File: src/rtl/reg_arb_pkg.sv
// Shared types and constants for the register-map access arbiter.
package reg_arb_pkg;

   localparam int REG_ADDR_W = 16;
   localparam int REG_DATA_W = 16;

   // Value returned in rsp_rdata on any error response
   localparam logic [REG_DATA_W-1:0] ERR_DATA_DEF = 16'hDEAD;

   typedef enum logic [1:0] {
      ARB_IDLE    = 2'd0,
      ARB_ISSUE   = 2'd1,
      ARB_RD_WAIT = 2'd2,
      ARB_RESP    = 2'd3
   } arb_state_t;

   // Unsigned 16-bit range check; the highest legal address itself is legal
   function automatic logic addr_in_range(input logic [REG_ADDR_W-1:0] addr,
                                          input logic [REG_ADDR_W-1:0] addr_max);
      return (addr <= addr_max);
   endfunction

endpackage

File: src/rtl/reg_access_arbiter_if.sv
// Request/response bus of the requesters plus the register-map access port.
// The slave modport is the arbiter's view, master is the environment's view.
interface reg_access_arbiter_if #(
   parameter int NUM_REQ = 2
);
   logic [NUM_REQ-1:0]    req_valid;
   logic [NUM_REQ-1:0]    req_write;
   logic [NUM_REQ*16-1:0] req_addr;
   logic [NUM_REQ*16-1:0] req_wdata;
   logic [NUM_REQ-1:0]    req_ready;
   logic [NUM_REQ-1:0]    rsp_valid;
   logic                  rsp_err;
   logic [15:0]           rsp_rdata;
   logic                  busy;
   logic                  reg_read_index;
   logic                  reg_data_index;
   logic [15:0]           reg_addr;
   logic [15:0]           reg_data;
   logic [15:0]           reg_read_out;
   logic                  read_data_en;

   modport slave (
      input  req_valid, req_write, req_addr, req_wdata, reg_read_out, read_data_en,
      output req_ready, rsp_valid, rsp_err, rsp_rdata, busy,
             reg_read_index, reg_data_index, reg_addr, reg_data
   );

   modport master (
      output req_valid, req_write, req_addr, req_wdata, reg_read_out, read_data_en,
      input  req_ready, rsp_valid, rsp_err, rsp_rdata, busy,
             reg_read_index, reg_data_index, reg_addr, reg_data
   );
endinterface

File: src/rtl/reg_access_arbiter_rr.sv
// Combinational round-robin pick: first requester at or after ptr, wrapping.
// The rotating pointer itself is owned by the parent.
module rr_arbiter #(
   parameter  int N    = 2,
   localparam int IDXW = (N > 1) ? $clog2(N) : 1
) (
   input  logic [N-1:0]    req,
   input  logic [IDXW-1:0] ptr,
   input  logic            enable,
   output logic [N-1:0]    gnt,
   output logic [IDXW-1:0] gnt_idx
);

   logic w_found;

   // Scan requesters starting at ptr; the first hit wins
   always_comb begin
      gnt     = '0;
      gnt_idx = '0;
      w_found = 1'b0;
      for (int k = 0; k < N; k++) begin
         int   j;
         logic w_hit;
         j       = int'(ptr) + k;
         j       = (j >= N) ? (j - N) : j;
         w_hit   = enable && req[IDXW'(j)] && !w_found;
         gnt     = gnt | (N'(w_hit) << j);
         gnt_idx = w_hit ? IDXW'(j) : gnt_idx;
         w_found = w_found | w_hit;
      end
   end

endmodule

File: src/rtl/reg_access_arbiter.sv
// Shares the single register-map access port between NUM_REQ requesters:
// round-robin grant, one transaction in flight, read-return wait with timeout
// and an address-range check that answers illegal addresses without touching the map.
module reg_access_arbiter
   import reg_arb_pkg::*;
#(
   parameter int                     NUM_REQ    = 2,
   parameter logic [REG_ADDR_W-1:0]  ADDR_MAX   = 16'h01FF,
   parameter int                     RD_TIMEOUT = 16,
   parameter logic [REG_DATA_W-1:0]  ERR_DATA   = ERR_DATA_DEF
) (
   input  logic                 eim_clk,
   input  logic                 eim_rst_n,
   reg_access_arbiter_if.slave  bus
);

   localparam int IDXW = (NUM_REQ > 1) ? $clog2(NUM_REQ) : 1;
   localparam int CNTW = $clog2(RD_TIMEOUT + 1);
   localparam logic [CNTW-1:0] CNT_LIMIT = CNTW'(RD_TIMEOUT);

   arb_state_t              r_state;
   logic [IDXW-1:0]         r_ptr;
   logic [IDXW-1:0]         r_owner;
   logic                    r_write;
   logic [CNTW-1:0]         r_cnt;
   logic [NUM_REQ-1:0]      r_rsp_valid;
   logic                    r_rsp_err;
   logic [REG_DATA_W-1:0]   r_rsp_rdata;
   logic                    r_reg_read_index;
   logic                    r_reg_data_index;
   logic [REG_ADDR_W-1:0]   r_reg_addr;
   logic [REG_DATA_W-1:0]   r_reg_data;

   logic                    w_idle;
   logic [NUM_REQ-1:0]      w_gnt;
   logic [IDXW-1:0]         w_gnt_idx;
   logic [IDXW-1:0]         w_ptr_nxt;
   logic [REG_ADDR_W-1:0]   w_sel_addr;
   logic [REG_DATA_W-1:0]   w_sel_wdata;
   logic                    w_sel_write;
   logic [NUM_REQ-1:0]      w_owner_oh;
   logic [CNTW-1:0]         w_cnt_inc;

   assign w_idle = (r_state == ARB_IDLE);

   rr_arbiter #(.N(NUM_REQ)) u_rr (
      .req     (bus.req_valid),
      .ptr     (r_ptr),
      .enable  (w_idle),
      .gnt     (w_gnt),
      .gnt_idx (w_gnt_idx)
   );

   // Select the granted requester's command and derive next-pointer / counter values
   always_comb begin
      w_sel_addr  = bus.req_addr[REG_ADDR_W*int'(w_gnt_idx) +: REG_ADDR_W];
      w_sel_wdata = bus.req_wdata[REG_DATA_W*int'(w_gnt_idx) +: REG_DATA_W];
      w_sel_write = bus.req_write[w_gnt_idx];
      w_ptr_nxt   = (w_gnt_idx == IDXW'(NUM_REQ - 1)) ? '0 : (w_gnt_idx + IDXW'(1'b1));
      w_owner_oh  = NUM_REQ'(1'b1) << r_owner;
      // Saturating increment: the timeout counter never wraps
      w_cnt_inc   = (r_cnt == CNT_LIMIT) ? r_cnt : (r_cnt + CNTW'(1'b1));
   end

   // Transaction sequencer: accept, strobe the map, wait for read data, respond once
   always_ff @(posedge eim_clk or negedge eim_rst_n) begin
      if (!eim_rst_n) begin
         r_state          <= ARB_IDLE;
         r_ptr            <= '0;
         r_owner          <= '0;
         r_write          <= 1'b0;
         r_cnt            <= '0;
         r_rsp_valid      <= '0;
         r_rsp_err        <= 1'b0;
         r_rsp_rdata      <= '0;
         r_reg_read_index <= 1'b0;
         r_reg_data_index <= 1'b0;
         r_reg_addr       <= '0;
         r_reg_data       <= '0;
      end else begin
         // Strobes and the response are single-cycle pulses unless re-armed below
         r_reg_read_index <= 1'b0;
         r_reg_data_index <= 1'b0;
         r_rsp_valid      <= '0;
         r_rsp_err        <= 1'b0;
         r_rsp_rdata      <= '0;
         case (r_state)
            ARB_IDLE: begin
               if (|w_gnt) begin
                  r_owner <= w_gnt_idx;
                  r_write <= w_sel_write;
                  r_ptr   <= w_ptr_nxt;
                  if (addr_in_range(w_sel_addr, ADDR_MAX)) begin
                     r_state          <= ARB_ISSUE;
                     r_reg_addr       <= w_sel_addr;
                     r_reg_data       <= w_sel_wdata;
                     r_reg_data_index <= w_sel_write;
                     r_reg_read_index <= ~w_sel_write;
                  end else begin
                     // Illegal address: answer directly, the map is never touched
                     r_state     <= ARB_RESP;
                     r_rsp_valid <= w_gnt;
                     r_rsp_err   <= 1'b1;
                     r_rsp_rdata <= ERR_DATA;
                  end
               end else begin
                  r_state <= ARB_IDLE;
               end
            end
            ARB_ISSUE: begin
               r_cnt <= '0;
               if (r_write) begin
                  r_state     <= ARB_RESP;
                  r_rsp_valid <= w_owner_oh;
               end else if (bus.read_data_en) begin
                  r_state     <= ARB_RESP;
                  r_rsp_valid <= w_owner_oh;
                  r_rsp_rdata <= bus.reg_read_out;
               end else begin
                  r_state <= ARB_RD_WAIT;
               end
            end
            ARB_RD_WAIT: begin
               if (bus.read_data_en) begin
                  r_state     <= ARB_RESP;
                  r_rsp_valid <= w_owner_oh;
                  r_rsp_rdata <= bus.reg_read_out;
               end else if (w_cnt_inc == CNT_LIMIT) begin
                  r_state     <= ARB_RESP;
                  r_cnt       <= w_cnt_inc;
                  r_rsp_valid <= w_owner_oh;
                  r_rsp_err   <= 1'b1;
                  r_rsp_rdata <= ERR_DATA;
               end else begin
                  r_cnt <= w_cnt_inc;
               end
            end
            ARB_RESP: begin
               r_state <= ARB_IDLE;
            end
            default: begin
               r_state <= ARB_IDLE;
            end
         endcase
      end
   end

   // Accept is only offered in IDLE and is forced low while reset is asserted
   assign bus.req_ready      = w_gnt & {NUM_REQ{eim_rst_n}};
   assign bus.rsp_valid      = r_rsp_valid;
   assign bus.rsp_err        = r_rsp_err;
   assign bus.rsp_rdata      = r_rsp_rdata;
   assign bus.busy           = ~w_idle;
   assign bus.reg_read_index = r_reg_read_index;
   assign bus.reg_data_index = r_reg_data_index;
   assign bus.reg_addr       = r_reg_addr;
   assign bus.reg_data       = r_reg_data;

endmodule

File: src/flat_wrapper.sv
// flat-port wrapper written by rule: the top's interface ports become plain ports
module reg_access_arbiter_flat import reg_arb_pkg::*;
#(
   parameter int                     NUM_REQ    = 2,
   parameter logic [REG_ADDR_W-1:0]  ADDR_MAX   = 16'h01FF,
   parameter int                     RD_TIMEOUT = 16,
   parameter logic [REG_DATA_W-1:0]  ERR_DATA   = ERR_DATA_DEF
)
  (eim_clk, eim_rst_n, bus_req_valid, bus_req_write, bus_req_addr, bus_req_wdata, bus_reg_read_out, bus_read_data_en, bus_req_ready, bus_rsp_valid, bus_rsp_err, bus_rsp_rdata, bus_busy, bus_reg_read_index, bus_reg_data_index, bus_reg_addr, bus_reg_data);
  reg_access_arbiter_if #(.NUM_REQ(NUM_REQ)) bus_i ();
  input  logic eim_clk;
  input  logic eim_rst_n;
  input wire logic [$bits(bus_i.req_valid)-1:0] bus_req_valid;
  input wire logic [$bits(bus_i.req_write)-1:0] bus_req_write;
  input wire logic [$bits(bus_i.req_addr)-1:0] bus_req_addr;
  input wire logic [$bits(bus_i.req_wdata)-1:0] bus_req_wdata;
  input wire logic [$bits(bus_i.reg_read_out)-1:0] bus_reg_read_out;
  input wire logic [$bits(bus_i.read_data_en)-1:0] bus_read_data_en;
  output wire logic [$bits(bus_i.req_ready)-1:0] bus_req_ready;
  output wire logic [$bits(bus_i.rsp_valid)-1:0] bus_rsp_valid;
  output wire logic [$bits(bus_i.rsp_err)-1:0] bus_rsp_err;
  output wire logic [$bits(bus_i.rsp_rdata)-1:0] bus_rsp_rdata;
  output wire logic [$bits(bus_i.busy)-1:0] bus_busy;
  output wire logic [$bits(bus_i.reg_read_index)-1:0] bus_reg_read_index;
  output wire logic [$bits(bus_i.reg_data_index)-1:0] bus_reg_data_index;
  output wire logic [$bits(bus_i.reg_addr)-1:0] bus_reg_addr;
  output wire logic [$bits(bus_i.reg_data)-1:0] bus_reg_data;
  assign bus_i.req_valid = bus_req_valid;
  assign bus_i.req_write = bus_req_write;
  assign bus_i.req_addr = bus_req_addr;
  assign bus_i.req_wdata = bus_req_wdata;
  assign bus_i.reg_read_out = bus_reg_read_out;
  assign bus_i.read_data_en = bus_read_data_en;
  assign bus_req_ready = bus_i.req_ready;
  assign bus_rsp_valid = bus_i.rsp_valid;
  assign bus_rsp_err = bus_i.rsp_err;
  assign bus_rsp_rdata = bus_i.rsp_rdata;
  assign bus_busy = bus_i.busy;
  assign bus_reg_read_index = bus_i.reg_read_index;
  assign bus_reg_data_index = bus_i.reg_data_index;
  assign bus_reg_addr = bus_i.reg_addr;
  assign bus_reg_data = bus_i.reg_data;
  reg_access_arbiter #(.NUM_REQ(NUM_REQ), .ADDR_MAX(ADDR_MAX), .RD_TIMEOUT(RD_TIMEOUT), .ERR_DATA(ERR_DATA)) u_core (.eim_clk(eim_clk), .eim_rst_n(eim_rst_n), .bus(bus_i));
endmodule
File: config.mk
export PLATFORM = sky130hd
export DESIGN_NAME = reg_access_arbiter_flat
export DESIGN_NICKNAME = d
export VERILOG_FILES = /design/src/rtl/reg_arb_pkg.sv /design/src/rtl/reg_access_arbiter_if.sv /design/src/rtl/reg_access_arbiter_rr.sv /design/src/rtl/reg_access_arbiter.sv /design/src/flat_wrapper.sv
export SDC_FILE = /design/constraint.sdc
export NUM_CORES = 1
export LEC_CHECK = 0
export CAP_MARGIN = 10
export CORE_UTILIZATION = 37
export DETAILED_ROUTE_END_ITERATION = 8
export PLACE_DENSITY_LB_ADDON = 0.05
export SLEW_MARGIN = 10
export SYNTH_ARGS = -nofsm -noshare
export SYNTH_HDL_FRONTEND = slang
export SYNTH_HIERARCHICAL = 1
export SYNTH_SLANG_ARGS = --single-unit
File: constraint.sdc
create_clock -name eim_clk -period 2.2 [get_ports eim_clk]
set_input_delay 0.66 -clock eim_clk [delete_from_list [all_inputs] [get_ports eim_clk]]
set_output_delay 0.66 -clock eim_clk [all_outputs]
set_load 0.02 [all_outputs]
==> impl_metrics.json, run 1 <==
{
  "dp.cells": 494,
  "status": "finished with violations",
  "cts_tree": "built",
  "detailed_place_hpwl_mm": 5.55,
  "drv_cap": 0,
  "critical-path-slowest-cell": "or4b_1",
  "synth_commonest_cells": "dfrtp_1 (63), mux2_2 (29), mux2_4 (22)",
  "vias_per_cell": 4.73,
  "die_area_um2": 8520,
  "htreeDepth": 3,
  "hold_buffers": 0,
  "crit_end": "u_core/bus.rsp_rdata[0]",
  "avgSynthCellArea_um2": 12.6,
  "peakVddDrop_uv": 445,
  "core-area_um2": 7810,
  "p_sw_frac": 0.319,
  "routabilityCongestion": 0.754,
  "relSlewSlack": 0.507,
  "synth_area_leaders": "dfrtp_1 (52%), mux2_4 (11%), mux2_2 (11%)",
  "stdcell_area_um2": 5130,
  "cp_max_fo": 6,
  "power.internal_uw": 3210,
  "cts_max_path_buffers": 2,
  "grt_pass1_wl_mm": 12.6,
  "grt_start_max_net_pins": 34,
  "worst-path-buf-inv": 3,
  "grt_overflow": 0,
  "setup_tns_ns": -5.68,
  "layout.nets": 505,
  "fin_crit_ns": 2.36,
  "synthToLayoutAreaGrowth_pct": 69.9,
  "crit_chain": "inv_2 -> ha_4 -> and3_4 -> or4b_1 -> o22a_1 -> nor2_4 -> buf_6 -> a2bb2oi_4 -> clkbuf_16 -> a21oi_2",
  "ant_nets": 0,
  "first_pass_iters": 4,
  "clkSinkCount": 63,
  "cp-startpoint": "u_core/r_state[0]",
  "yosysTopAreaCellShare": 0.522,
  "crit_required_ns": 2.38,
  "row_count": 32,
  "finalHoldViolCount": 0,
  "vias": 2457,
  "critical_path.reg2reg.startpoint": "u_core/r_state[0]",
  "violations": "negative setup slack",
  "startpoint_type": "flip-flop",
  "synth_nets": 332,
  "yosysMostFrequentCell": "dfrtp_1",
  "ys_seq_elements": 63,
  "setup.worst_path.class": "reg2reg",
  "wl_mm": 7.92,
  "clk_pin_slew_ns": 0.07,
  "finalCritPeriodShare": 1.07,
  "sequentialPowerShare": 0.320,
  "syn-cell-area_um2": 3020,
  "layout-drive-gt1-share": 0.309,
  "yosysSeqAreaShare": 0.522,
  "path_delay_family": "simple AND/OR/NAND/NOR gates",
  "worstMarginPinSlew_ns": 0.740,
  "layout_setup_ws_ns": -0.160,
  "synthArstFlopShare": 1.00,
  "r2r-end": "u_core/bus.rsp_rdata[0]",
  "syn_inst": 239,
  "finalPower_uw": 4720,
  "drt_iter0_drc": 53,
  "port_buffers": 141,
  "p_sw_uw": 1510,
  "synth_area_leader_cell": "dfrtp_1",
  "fmax_mhz": 424,
  "io_pins": 143,
  "numCtsBuffers": 9,
  "cellLeakagePower_uw": 0.00234,
  "synthFlopType": "dfrtp_1",
  "synth_cell_type_count": 46,
  "clock_power_share": 0.240,
  "hold_path.class": "in2async",
  "critPathMaxStageDelay_ns": 0.43,
  "grt_pass1_vias": 2569,
  "finalSetupViolations": 46,
  "grt_use_total": 0.191,
  "r2r_cells": 10,
  "drv_slew": 0,
  "drc_errors": 0,
  "antenna_found_initial": 0,
  "hold_ws_ns": 0.131,
  "pwr-share-comb": 0.441,
  "layout.cells.non_filler": 519,
  "wl_per_cell_um": 15.3,
  "path_depth": 10,
  "endpoint_kind": "flip-flop",
  "cts-root-buf": "clkbuf_8",
  "rsz0062_at_grt": "true",
  "insertion_delay_ns": 0.33,
  "start_util": 0.387,
  "yosys_warnings": 6,
  "arrival_ns": 2.54,
  "power.density_nw_per_um2": 920,
  "final.setup_skew_ns": 0.00647,
  "die_height_um": 92.3,
  "antenna_cells": 0,
  "synth_edf_count": 0,
  "regToRegSetupSlack_ns": -0.16,
  "die_w_um": 92.3,
  "place_area_um2": 4720
}
layout make-up:
class	count	area, um2
flip-flops and latches	63	1580
fillers	633	2680
clock inverters	3	65.1
clock buffers	13	159
inverters	7	26.3
well taps	102	128
multi-input cells	159	1460
repair buffers	172	1710
power groups by stage:
stage | Combinational [uW] | Sequential [uW] | Clock, uW
final | 2080 | 1510 | 1130
after global routing | 2240 | 1530 | 1190
after CTS | 2050 | 1510 | 1150
after detailed placement | 1920 | 1520 | 0
after global placement | 1890 | 1520 | 0
after floorplan | 870 | 1710 | 0
worst min-delay path by stage:
stage                             from                       to  slack, ns  depth (start not counted)
2_1_floorplan                eim_rst_n   u_core/bus.reg_addr[0]       0.36                          0
3_3_place_gp   u_core/bus.reg_addr[14]  u_core/bus.reg_addr[14]       0.47                          1
3_5_place_dp    u_core/bus.reg_addr[9]   u_core/bus.reg_addr[9]       0.47                          1
4_1_cts                      eim_rst_n  u_core/bus.rsp_rdata[4]       0.12                          1
5_1_grt                      eim_rst_n  u_core/bus.rsp_rdata[4]       0.12                          1
6_report                     eim_rst_n  u_core/bus.rsp_rdata[4]       0.13                          1
timing repair:
action | 4_1_cts | 5_1_grt
pin swaps | 3 | 8
endpoints found under the setup margin | 52 | 51
gates resized for setup | 19 | 11
buffers inserted | 3 | 4
gates cloned | 2 | 1
hold endpoints to repair | 0 | 0
per-stage QoR:
stage           util  worst slack (ns)
6_report       0.657            -0.160
5_1_grt        0.657            -0.250
4_1_cts        0.649            -0.158
3_5_place_dp   0.604            -0.676
3_3_place_gp   0.604            -0.673
2_1_floorplan      -            -0.154
sequential cells by signal, summed over array words and instances, names as in the netlist, 2 cells and up:
| register | cells |
|---|---|
| u_core/bus.reg_addr | 16 |
| u_core/bus.rsp_valid | 2 |
| u_core/bus.rsp_rdata | 16 |
| u_core/r_state | 2 |
| u_core/r_cnt | 5 |
| u_core/bus.reg_data | 16 |
cells in the final DEF, fill, tap and decap left out, types with 2 or more instances in the layout:
master / netlist / layout
and2_4: 0 / 2
a22o_1: 2 / 2
a21oi_1: 15 / 4
clkdlybuf4s50_1: 0 / 136
buf_4: 1 / 24
clkbuf_16: 0 / 2
nor3_1: 3 / 3
inv_2: 0 / 3
nor2_1: 7 / 6
dlygate4sd2_1: 0 / 2
buf_2: 1 / 3
buf_12: 0 / 2
a21oi_2: 0 / 11
mux2_4: 22 / 22
xnor2_1: 2 / 2
clkbuf_8: 0 / 11
bufinv_16: 0 / 2
mux2i_1: 2 / 2
o2bb2ai_1: 2 / 2
ha_1: 6 / 4
and2_1: 14 / 12
clkbuf_1: 3 / 2
mux2_2: 29 / 29
buf_6: 3 / 2
nand2_1: 20 / 20
dfrtp_1: 63 / 63
nor4_2: 0 / 2
o21ai_0: 6 / 6
inv_1: 7 / 4
kinds of logic (layout without fill, tap and decap cells):
| kind of cell | Yosys count | after routing | synth area share |
|---|---|---|---|
| AOI/OAI and AO/OA | 35 | 35 | 0.0750 |
| xor gates and xnor gates | 2 | 2 | 0.00581 |
| DFF | 63 | 63 | 0.522 |
| adders and majority gates | 6 | 6 | 0.0249 |
| and+or+nand+nor | 63 | 63 | 0.117 |
| buffers and inverters | 17 | 195 | 0.0303 |
| muxes | 53 | 53 | 0.224 |
worst reg2reg max path, cell delays in order, from the launching register on:
cell and delay (ns):
dfrtp_1 0.39, inv_2 0.09, ha_4 0.15, and3_4 0.19
or4b_1 0.43, o22a_1 0.24, nor2_4 0.16, buf_6 0.13
a2bb2oi_4 0.20, clkbuf_16 0.19, a21oi_2 0.05
layer usage:
metal,GRT usage,wire length [um],up-vias
met4,0.0703,67,0
met5,0,0,-
met1,0.242,3450,1184
li1,-,-,1186
met3,0.0468,490,6
met2,0.314,3920,81
Power figures use the tool's default switching activity.
==> run 2, diff against run 1 <==
--- a/config.mk
+++ b/config.mk
@@ -5,6 +5,7 @@
 export SDC_FILE = /design/constraint.sdc
 export NUM_CORES = 1
 export LEC_CHECK = 0
+export ABC_CLOCK_PERIOD_IN_PS = 2200
 export CAP_MARGIN = 10
 export CORE_UTILIZATION = 37
 export DETAILED_ROUTE_END_ITERATION = 8
==> results of run 2 <==
Same layout as run 1: the final DEF is identical, and so are final timing and power.
